**src/rtl/ysyx_22050058_wb_stage_pkg.sv**
```systemverilog
// Shared write-back stage definitions: core bus widths, WB state encodings,
// load funct3 codes and the ebreak instruction word.
package ysyx_22050058_wb_stage_pkg;

  localparam int REG_BUS  = 64;
  localparam int REG_ADDR = 5;

  localparam logic ENABLE  = 1'b1;
  localparam logic DISABLE = 1'b0;

  typedef enum logic [1:0] {
    WB_IDLE      = 2'd0,
    WB_WAIT_LOAD = 2'd1,
    WB_COMMIT    = 2'd2,
    WB_HALT      = 2'd3
  } wb_state_e;

  localparam logic [2:0] F3_LB  = 3'd0;
  localparam logic [2:0] F3_LH  = 3'd1;
  localparam logic [2:0] F3_LW  = 3'd2;
  localparam logic [2:0] F3_LD  = 3'd3;
  localparam logic [2:0] F3_LBU = 3'd4;
  localparam logic [2:0] F3_LHU = 3'd5;
  localparam logic [2:0] F3_LWU = 3'd6;

  localparam logic [31:0] INST_EBREAK = 32'h0010_0073;

endpackage

```
**src/rtl/ysyx_22050058_wb_stage_load_fmt.sv**
```systemverilog
// Load data formatter: picks the addressed bytes out of an aligned doubleword
// and sign/zero-extends them according to the load funct3. Purely combinational.
module ysyx_22050058_load_fmt
  import ysyx_22050058_wb_stage_pkg::*;
(
  input  logic [REG_BUS-1:0] rdata_i,
  input  logic [2:0]         addr_lo_i,
  input  logic [2:0]         funct3_i,
  output logic [REG_BUS-1:0] data_o
);

  logic [REG_BUS-1:0] shifted;

  // Bring the addressed byte down to bit 0; wide loads at odd offsets simply
  // see zeros shifted in from the top.
  always_comb begin
    shifted = rdata_i >> {addr_lo_i, 3'b000};
  end

  // Width selection and extension.
  always_comb begin
    data_o = '0;
    case (funct3_i)
      F3_LB:   data_o = {{56{shifted[7]}},  shifted[7:0]};
      F3_LH:   data_o = {{48{shifted[15]}}, shifted[15:0]};
      F3_LW:   data_o = {{32{shifted[31]}}, shifted[31:0]};
      F3_LD:   data_o = shifted;
      F3_LBU:  data_o = {56'd0, shifted[7:0]};
      F3_LHU:  data_o = {48'd0, shifted[15:0]};
      F3_LWU:  data_o = {32'd0, shifted[31:0]};
      default: data_o = '0;
    endcase
  end

endmodule

```
**src/rtl/ysyx_22050058_wb_stage.sv**
```systemverilog
// Write-back stage: holds one retiring instruction, waits for load data when
// needed and drives the register-file write port for one cycle per retire.
// Optional retire counter output instret_o enabled by YSYX_22050058_RETIRE_CNT_EN.
//
// state        | meaning
// -------------+-----------------------------------------------
// WB_IDLE      | nothing held
// WB_WAIT_LOAD | load accepted, waiting for dmem_rvalid_i
// WB_COMMIT    | write port / commit pulse driven this cycle
// WB_HALT      | ebreak retired, stage frozen until rst
module ysyx_22050058_wb_stage
  import ysyx_22050058_wb_stage_pkg::*;
(
  input  logic                clk,
  input  logic                rst,
  input  logic                mem_valid_i,
  output logic                mem_ready_o,
  input  logic [REG_BUS-1:0]  mem_pc_i,
  input  logic [31:0]         mem_inst_i,
  input  logic                mem_rd_we_i,
  input  logic [REG_ADDR-1:0] mem_rd_i,
  input  logic                mem_is_load_i,
  input  logic [2:0]          mem_ld_funct3_i,
  input  logic [2:0]          mem_addr_lo_i,
  input  logic [REG_BUS-1:0]  mem_alu_res_i,
  input  logic                dmem_rvalid_i,
  input  logic [REG_BUS-1:0]  dmem_rdata_i,
  output logic                we_o,
  output logic [REG_ADDR-1:0] waddr_o,
  output logic [REG_BUS-1:0]  wdata_o,
  output logic                commit_o,
  output logic [REG_BUS-1:0]  commit_pc_o,
  output logic                halt_o
`ifdef YSYX_22050058_RETIRE_CNT_EN
  ,
  output logic [63:0]         instret_o
`endif
);

  wb_state_e           state_q, state_d;
  logic [REG_BUS-1:0]  pc_q, pc_d;
  logic [31:0]         inst_q, inst_d;
  logic [REG_ADDR-1:0] rd_q, rd_d;
  logic                rd_we_q, rd_we_d;
  logic [2:0]          funct3_q, funct3_d;
  logic [2:0]          addr_lo_q, addr_lo_d;
  logic [REG_BUS-1:0]  res_q, res_d;

  logic                we_q, we_d;
  logic [REG_ADDR-1:0] waddr_q, waddr_d;
  logic [REG_BUS-1:0]  wdata_q, wdata_d;
  logic                commit_q, commit_d;
  logic [REG_BUS-1:0]  commit_pc_q, commit_pc_d;
  logic                halt_q, halt_d;

  logic                held_ebreak;
  logic                ready;
  logic                accept;
  logic                in_commit;
  logic [REG_BUS-1:0]  fmt_data;

  ysyx_22050058_load_fmt u_load_fmt (
    .rdata_i   (dmem_rdata_i),
    .addr_lo_i (addr_lo_q),
    .funct3_i  (funct3_q),
    .data_o    (fmt_data)
  );

  // Handshake: a held ebreak blocks further accepts so nothing follows it.
  always_comb begin
    held_ebreak = (inst_q == INST_EBREAK);
    ready       = !rst && ((state_q == WB_IDLE) ||
                           ((state_q == WB_COMMIT) && !held_ebreak));
    accept      = mem_valid_i && ready;
  end

  assign mem_ready_o = ready;

  // Next state, held instruction and registered output values.
  always_comb begin
    state_d   = state_q;
    pc_d      = pc_q;
    inst_d    = inst_q;
    rd_d      = rd_q;
    rd_we_d   = rd_we_q;
    funct3_d  = funct3_q;
    addr_lo_d = addr_lo_q;
    res_d     = res_q;

    case (state_q)
      WB_IDLE:      state_d = WB_IDLE;
      WB_WAIT_LOAD: begin
        if (dmem_rvalid_i) begin
          res_d   = fmt_data;
          state_d = WB_COMMIT;
        end
      end
      WB_COMMIT:    state_d = held_ebreak ? WB_HALT : WB_IDLE;
      WB_HALT:      state_d = WB_HALT;
      default:      state_d = WB_IDLE;
    endcase

    // A new beat can only arrive in IDLE or a non-ebreak COMMIT; it overrides
    // the fall-back to IDLE chosen above.
    if (accept) begin
      pc_d      = mem_pc_i;
      inst_d    = mem_inst_i;
      rd_d      = mem_rd_i;
      rd_we_d   = mem_rd_we_i;
      funct3_d  = mem_ld_funct3_i;
      addr_lo_d = mem_addr_lo_i;
      res_d     = mem_alu_res_i;
      state_d   = mem_is_load_i ? WB_WAIT_LOAD : WB_COMMIT;
    end

    in_commit   = (state_d == WB_COMMIT);
    we_d        = in_commit && rd_we_d && (rd_d != '0);
    waddr_d     = in_commit ? rd_d : '0;
    wdata_d     = in_commit ? res_d : '0;
    commit_d    = in_commit;
    commit_pc_d = in_commit ? pc_d : '0;
    halt_d      = (state_d == WB_HALT);
  end

  // State and output registers with synchronous reset.
  always_ff @(posedge clk) begin
    if (rst) begin
      state_q     <= WB_IDLE;
      pc_q        <= '0;
      inst_q      <= '0;
      rd_q        <= '0;
      rd_we_q     <= DISABLE;
      funct3_q    <= '0;
      addr_lo_q   <= '0;
      res_q       <= '0;
      we_q        <= DISABLE;
      waddr_q     <= '0;
      wdata_q     <= '0;
      commit_q    <= DISABLE;
      commit_pc_q <= '0;
      halt_q      <= DISABLE;
    end else begin
      state_q     <= state_d;
      pc_q        <= pc_d;
      inst_q      <= inst_d;
      rd_q        <= rd_d;
      rd_we_q     <= rd_we_d;
      funct3_q    <= funct3_d;
      addr_lo_q   <= addr_lo_d;
      res_q       <= res_d;
      we_q        <= we_d;
      waddr_q     <= waddr_d;
      wdata_q     <= wdata_d;
      commit_q    <= commit_d;
      commit_pc_q <= commit_pc_d;
      halt_q      <= halt_d;
    end
  end

  assign we_o        = we_q;
  assign waddr_o     = waddr_q;
  assign wdata_o     = wdata_q;
  assign commit_o    = commit_q;
  assign commit_pc_o = commit_pc_q;
  assign halt_o      = halt_q;

`ifdef YSYX_22050058_RETIRE_CNT_EN
  logic [63:0] instret_q, instret_d;

  // Count every COMMIT cycle; wraps naturally at 2^64.
  always_comb begin
    instret_d = instret_q + {63'd0, (state_q == WB_COMMIT)};
  end

  // Retire counter register.
  always_ff @(posedge clk) begin
    if (rst) instret_q <= '0;
    else     instret_q <= instret_d;
  end

  assign instret_o = instret_q;
`endif

endmodule

```
**config.mk**
```make
export PLATFORM = sky130hd
export DESIGN_NAME = ysyx_22050058_wb_stage
export DESIGN_NICKNAME = d
export VERILOG_FILES = /design/src/rtl/ysyx_22050058_wb_stage_pkg.sv /design/src/rtl/ysyx_22050058_wb_stage_load_fmt.sv /design/src/rtl/ysyx_22050058_wb_stage.sv
export SDC_FILE = /design/constraint.sdc
export NUM_CORES = 1
export LEC_CHECK = 0
export BUFFER_PORTS_ARGS = -buffer_cell sky130_fd_sc_hd__buf_4
export CAP_MARGIN = 15
export CORE_ASPECT_RATIO = 1.75
export CORE_MARGIN = 2
export CORE_UTILIZATION = 40
export DETAILED_ROUTE_END_ITERATION = 8
export SYNTH_ARGS = -nofsm -noshare
export SYNTH_HDL_FRONTEND = slang
export SYNTH_HIERARCHICAL = 1
export SYNTH_SLANG_ARGS = --single-unit
```
**constraint.sdc**
```tcl
create_clock -name clk -period 2.1 [get_ports clk]
set_input_delay 0.315 -clock clk [delete_from_list [all_inputs] [get_ports clk]]
set_output_delay 0.315 -clock clk [all_outputs]
set_load 0.1 [all_outputs]
```
Yosys cells after proc, flatten, opt, wreduce, memory -nomap -nowiden:

Index checks and enable logic that the tools add are counted.

* add/subtract/negate cells: 0
* multipliers: 0
* div/mod/pow operators: 0
* $lt $le $gt $ge: 0
* equal/unequal tests: 12
* shift operators: 1
* multiplexer cells: 12
* bitwise logic cells: 1
* reductions and logical operators: 12

Operator list (number)
* $pmux W64 S7: 1
* $mux W64: 4
* $shr A64 B6 Y64: 1
* $eq A32 B21 Y1 const B: 1
* $eq A3 B3 Y1 const B: 3
* $eq A2 B2 Y1 const B: 4
* $mux W2: 4
* $pmux W2 S4: 1
* $eq A3 B2 Y1 const B: 2
* $logic_and A1 B1 Y1: 5
* $mux W5: 1
* $reduce_bool A5 Y1: 1
* $eq A3 B1 Y1 const B: 1
* $logic_not A3 Y1: 1
* $eq A2 B1 Y1 const B: 1
* $logic_not A1 Y1: 2
* $logic_not A2 Y1: 1
* $reduce_or A2 Y1: 1
* $logic_or A1 B1 Y1: 1
* $mux W1: 1
* $not A1 Y1: 1

* register bits: 310
* latch bits: 0
* memory bits (writable): 0
* ROM bits: 0
* bits of input ports: 241
* word-level logic and storage cells: 52
* memories: 0

Depth between registers and ports, before layout:

* word-level depth: 10
* depth in mapped cells: 11
* gate-level depth less buffers: 7

By module:

The synthesis kept the hierarchy.

By module, submodules not included
* ysyx_22050058_wb_stage: times used 1, cells an instance 1613, area each 14008.4 um2, sequential area each 6206.0 um2
* ysyx_22050058_load_fmt: times used 1, cells an instance 289, area each 2533.7 um2, sequential area each 0.0 um2

Least setup slack after synthesis:

OpenSTA, ideal clock, no wires.

* kind: register -> output
* start point: register inst_q[15]
* end point: output mem_ready_o
* arrival: 1.969 ns
* data required time: 1.785 ns
* setup slack: -0.184 ns
* cell stages (with the launch flop): 6
* path through: dfxtp_1 or4_1 nor3_1 nand3_1 clkbuf_1 and2_1

* cells in the longest elaborated chain, start to end: 5

Ends and longest elaborated chain
* start: declaration: line ysyx_22050058_wb_stage.sv:42 `logic [31:0] inst_q, inst_d;`
* start signal: assignment: line ysyx_22050058_wb_stage.sv:145 `inst_q <= inst_d;`
* $eq A32 B21 Y1: line ysyx_22050058_wb_stage.sv:71 `held_ebreak = (inst_q == INST_EBREAK);`
* $logic_not A1 Y1: line ysyx_22050058_wb_stage.sv:73 `((state_q == WB_COMMIT) && !held_ebreak));`
* $logic_and A1 B1 Y1: line ysyx_22050058_wb_stage.sv:73
* $logic_or A1 B1 Y1: line ysyx_22050058_wb_stage.sv:72 `ready = !rst && ((state_q == WB_IDLE) ||`
* $logic_and A1 B1 Y1: line ysyx_22050058_wb_stage.sv:72
* end: declaration: line ysyx_22050058_wb_stage.sv:17 `output logic mem_ready_o,`

No other way between the ends.

Worst setup path after layout:

* start point: register inst_q[24]
* end point: output mem_ready_o

Same word-level chain as after synthesis.

==> impl_results.rst <==
.. list-table::
   :header-rows: 1

   * - Metric
     - Value
   * - Outcome
     - finished with violations
   * - Failing checks
     - negative setup slack
   * - Slowest stage cell on the critical path
     - sky130_fd_sc_hd__or4_4
   * - RePlAce Congestion
     - 0.941
   * - Internal power consumption
     - roughly 11 mW
   * - Insertion delay to the later sink of the worst-skew pair
     - slightly below 600 ps
   * - Area of the die
     - 43100 sq um
   * - Max Buffers Root-to-Sink
     - 3
   * - Register clock-pin slew on the reported worst setup and hold paths
     - 70 ps
   * - Total power of the final layout
     - approximately 16 mW
   * - Final Slew Violations
     - 0
   * - Highest ir drop seen on vdd
     - 0.702 mV
   * - Most frequent cells in the layout
     - sky130_fd_sc_hd__buf_4 (489), sky130_fd_sc_hd__dfxtp_1 (306), sky130_fd_sc_hd__nor2b_1 (156), sky130_fd_sc_hd__o21ai_0 (145), sky130_fd_sc_hd__nand3_1 (131)
   * - Starting Density
     - about 40%
   * - Capture point of the worst reg-to-reg path
     - wdata_o[18]
   * - Worst setup slack after layout
     - -437 ps
   * - Data required time of the worst path
     - 1780 ps
   * - FF-to-FF setup slack
     - -240 ps
   * - Chip width
     - 158 um
   * - Drt pass-1 iters
     - 6
   * - Sw frac
     - 29.5%
   * - HP Start
     - mem_rd_we_i
   * - Placed instance count
     - 2752
   * - Non-filler instance count after layout
     - 2833
   * - Transition time at the pin with the least slew margin
     - 639 ps
   * - Post-DP HPWL
     - 43100 um
   * - Largest delay contributor family on the critical path
     - simple AND/OR/NAND/NOR gates
   * - Worst slew margin
     - 57.4%
   * - Max-cap violations
     - 0
   * - Total detailed-routing wirelength
     - 63600 um
   * - Clock Sinks
     - 310
   * - Placeable core region
     - 40800 sq um
   * - Area of the multi-input gates
     - ~9300 sq um
   * - Cell Area, Synth
     - 16500 sq um
   * - First-pass GRT wire length
     - around 95000 um
   * - Worst path bufs/invs
     - 2
   * - Static power due to leakage
     - 9.49 nW
   * - Classification of the worst setup path
     - reg2out
   * - Routed wire length per instance
     - approximately 22 um
   * - Flip-flop and latch count after synthesis
     - 310
   * - Launching point of the worst reg2reg path
     - inst_q[19]
   * - Number of setup violations in the final report
     - 281
   * - Remaining number of nets flagged by the antenna check after routing
     - 0
   * - Clock Tree Root
     - sky130_fd_sc_hd__clkbuf_16
   * - Clock buffer count from CTS
     - 31
   * - Pin count of the biggest net entering global routing
     - between 100 and 150
   * - Vias/cell
     - 5.96
   * - Setup repair after global routing missed its margin
     - yes
   * - Fraction of the yosys area taken by sequential cells
     - 37.5%
   * - Util after Layout
     - 54.4%
   * - Post-Place Setup Slack
     - -297 ps
   * - GRT Overall Usage
     - 28.2%
   * - Number of levels the H-tree was split into
     - 1
   * - Share of post-route cells with drive strength above 1
     - 30.1%
   * - Startpoint kind of the worst setup timing path
     - register
   * - Distinct cells, synth
     - 55
   * - Vertical die dimension
     - 273 um
   * - DRC violation count after routing
     - 0
   * - Signal arrival time at the worst endpoint
     - 2220 ps
   * - TritonCTS clock tree
     - built
   * - Syn Nets
     - 2143
   * - Power per Cell Area
     - 728 nW/um^2
   * - Final Instance Area
     - 22200 sq um
   * - Total number of placement rows
     - 98
   * - CP Cell Sequence
     - or4_4 > buf_6 > nor3_4 > nand3_2 > and2_4 > buf_12
   * - FF+latch area
     - 6210 sq um
   * - Most instantiated flip-flop cell in the synthesis netlist
     - sky130_fd_sc_hd__dfxtp_1
   * - Type of destination of the critical path
     - output port
   * - Clock network fraction of total power
     - 36.9%
   * - Total count of hold-check failures in the final report
     - 0
   * - Syn-to-layout area delta
     - 34.2%
   * - Leftover overflow at the end of global routing
     - 0
   * - Proportion of synthesized flip-flops having asynchronous set or reset
     - 0%
   * - Largest fanout of any net on the critical path
     - 2
   * - Setup clock skew after layout
     - 19.8 ps
   * - Total negative slack
     - -38960 ps
   * - Number of fill cells
     - 3744
   * - Top Ports
     - between 300 and 400
   * - Worst hold margin
     - about 25 ps
   * - Comb power frac
     - 23.5%
   * - WHS Path Cells
     - 3
   * - Number of synthesized flops with an enable pin
     - 0
   * - Gate count after technology mapping
     - between 1.5k and 2k
   * - Hold Crit Class
     - in2reg
   * - Hold EP
     - we_o
   * - Per-instance average area after synthesis
     - 8.70 sq um
   * - Maximum clock frequency
     - between 0.3 and 0.4 GHz
   * - Final Net Count
     - 2501
   * - Period utilization
     - 121%
   * - Worst path max stage delay
     - 530 ps
   * - Number of violations reported at the end of detailed-routing iteration 0
     - around 1.0k
   * - Cell Area, Placed
     - 20600 sq um
   * - Most common cell after layout, fill and taps aside
     - sky130_fd_sc_hd__buf_4
   * - Detailed-route via count
     - approximately 17k
   * - Final critical-path required period
     - between 2000 and 3000 ps
   * - IO Port Bufs
     - 377
   * - Sequential cell fraction of total power
     - approximately two fifths
   * - Yosys warning count
     - 6
   * - Vias in the first global route
     - about 17k
   * - Initial antenna violation count
     - 7
   * - R2r worst-path depth
     - 6
   * - Psw
     - 4.76 mW
[state kept, by name (all words and copies together), names as in the netlist]
name,count
commit_pc_o,64
pc_q,64
res_q,64
wdata_o,64
inst_q,32
rd_q,5
waddr_o,5
addr_lo_q,3
funct3_q,3
state_q,2
commit_o,1
halt_o,1
rd_we_q,1
we_o,1
[routing by layer]
metal / vias to the layer above / share of wire (%) / GRT usage, %
met4: 6 / 6.0 / 16.3
met2: 678 / 52 / 50.7
met1: 8178 / 36 / 31.1
li1: 7859 / - / -
met3: 168 / 5.8 / 4.08
met5: - / 0.072 / 0
[synth_stat cells (3+ instances only)]
master                      instances  share of area (%)
sky130_fd_sc_hd__buf_4             15               0.68
sky130_fd_sc_hd__mux4_2            29                3.9
sky130_fd_sc_hd__mux2_2            11               0.75
sky130_fd_sc_hd__a2bb2oi_1         27                1.4
sky130_fd_sc_hd__o211ai_1          37                1.7
sky130_fd_sc_hd__a22oi_1           63                2.9
sky130_fd_sc_hd__clkbuf_1         135                3.1
sky130_fd_sc_hd__nor2b_1          157                5.9
sky130_fd_sc_hd__o21ai_0          146                4.4
sky130_fd_sc_hd__o2bb2ai_1          7               0.37
sky130_fd_sc_hd__nand2b_1           3               0.11
sky130_fd_sc_hd__and3_1            89                3.4
sky130_fd_sc_hd__and2_1             4               0.15
sky130_fd_sc_hd__or4_1              3               0.14
sky130_fd_sc_hd__o21ai_1            6               0.18
sky130_fd_sc_hd__a21oi_1           73                2.2
sky130_fd_sc_hd__inv_1              4              0.091
sky130_fd_sc_hd__a311oi_1          64                3.4
sky130_fd_sc_hd__buf_6             12               0.82
sky130_fd_sc_hd__a211oi_1          64                2.9
sky130_fd_sc_hd__a31o_2            10               0.53
sky130_fd_sc_hd__nand3_1          132                4.0
sky130_fd_sc_hd__dfxtp_1          310                 38
sky130_fd_sc_hd__buf_2             40                1.2
sky130_fd_sc_hd__nand4_1          116                4.4
sky130_fd_sc_hd__nand2_1          112                2.5
sky130_fd_sc_hd__mux2_4            12                1.1
sky130_fd_sc_hd__mux2i_1           91                5.5
sky130_fd_sc_hd__a32oi_1           16               0.85
sky130_fd_sc_hd__nor2_1            55                1.2
sky130_fd_sc_hd__buf_1             24               0.54
[power groups by stage]
stage	Sequential, mW	Combinational [mW]	Clock (mW)
3_3_place_gp	6.50	3.61	0
3_5_place_dp	6.51	3.65	0
6_report	6.39	3.80	5.96
2_1_floorplan	6.75	1.92	0
5_1_grt	6.42	4.05	6.27
4_1_cts	6.39	3.76	6.06
[area by class of cell]
| type | instances | share of cell area (%) |
|---|---|---|
| tap | 550 | 3.10 |
| antenna | 4 | 0.0451 |
| clock inverter | 13 | 0.919 |
| inverter | 4 | 0.0789 |
| timing repair buffer | 554 | 21.9 |
| clock buffer | 39 | 3.86 |
| multi-input combinational | 1359 | 42.1 |
| sequential | 310 | 28.0 |
[logic make-up after synthesis]
group	after synthesis	share of synthesized area [%]
mux	144	11.4
compound gates	521	21.4
simple gates	694	23.1
flops	310	37.5
buf+inv	233	6.62
[worst max-delay path by stage]
stage | startpoint | depth (start not counted) | end
after CTS | inst_q[24] | 6 | mem_ready_o
final | inst_q[24] | 6 | mem_ready_o
after detailed placement | inst_q[15] | 7 | res_q[10]
after floorplan | inst_q[15] | 7 | commit_pc_o[10]
after global placement | inst_q[15] | 7 | res_q[6]
after global routing | inst_q[24] | 6 | mem_ready_o
[worst register-to-register path, cell delays in order, from the launching register on]
cell and delay [ps]:
sky130_fd_sc_hd__dfxtp_1 300, sky130_fd_sc_hd__or4b_1 580, sky130_fd_sc_hd__or3_2 560, sky130_fd_sc_hd__o31ai_4 250
sky130_fd_sc_hd__buf_12 200, sky130_fd_sc_hd__buf_12 230, sky130_fd_sc_hd__nor2b_1 100
[timing repair]
item,4_1_cts,5_1_grt
resized for setup,22,20
hold buffers,11,0
buffers inserted,10,3
setup endpoints to repair,307,311
cloned,6,2
pin swaps,4,24
endpoints found under the hold margin,11,0
(Power assumes the default switching activity.)
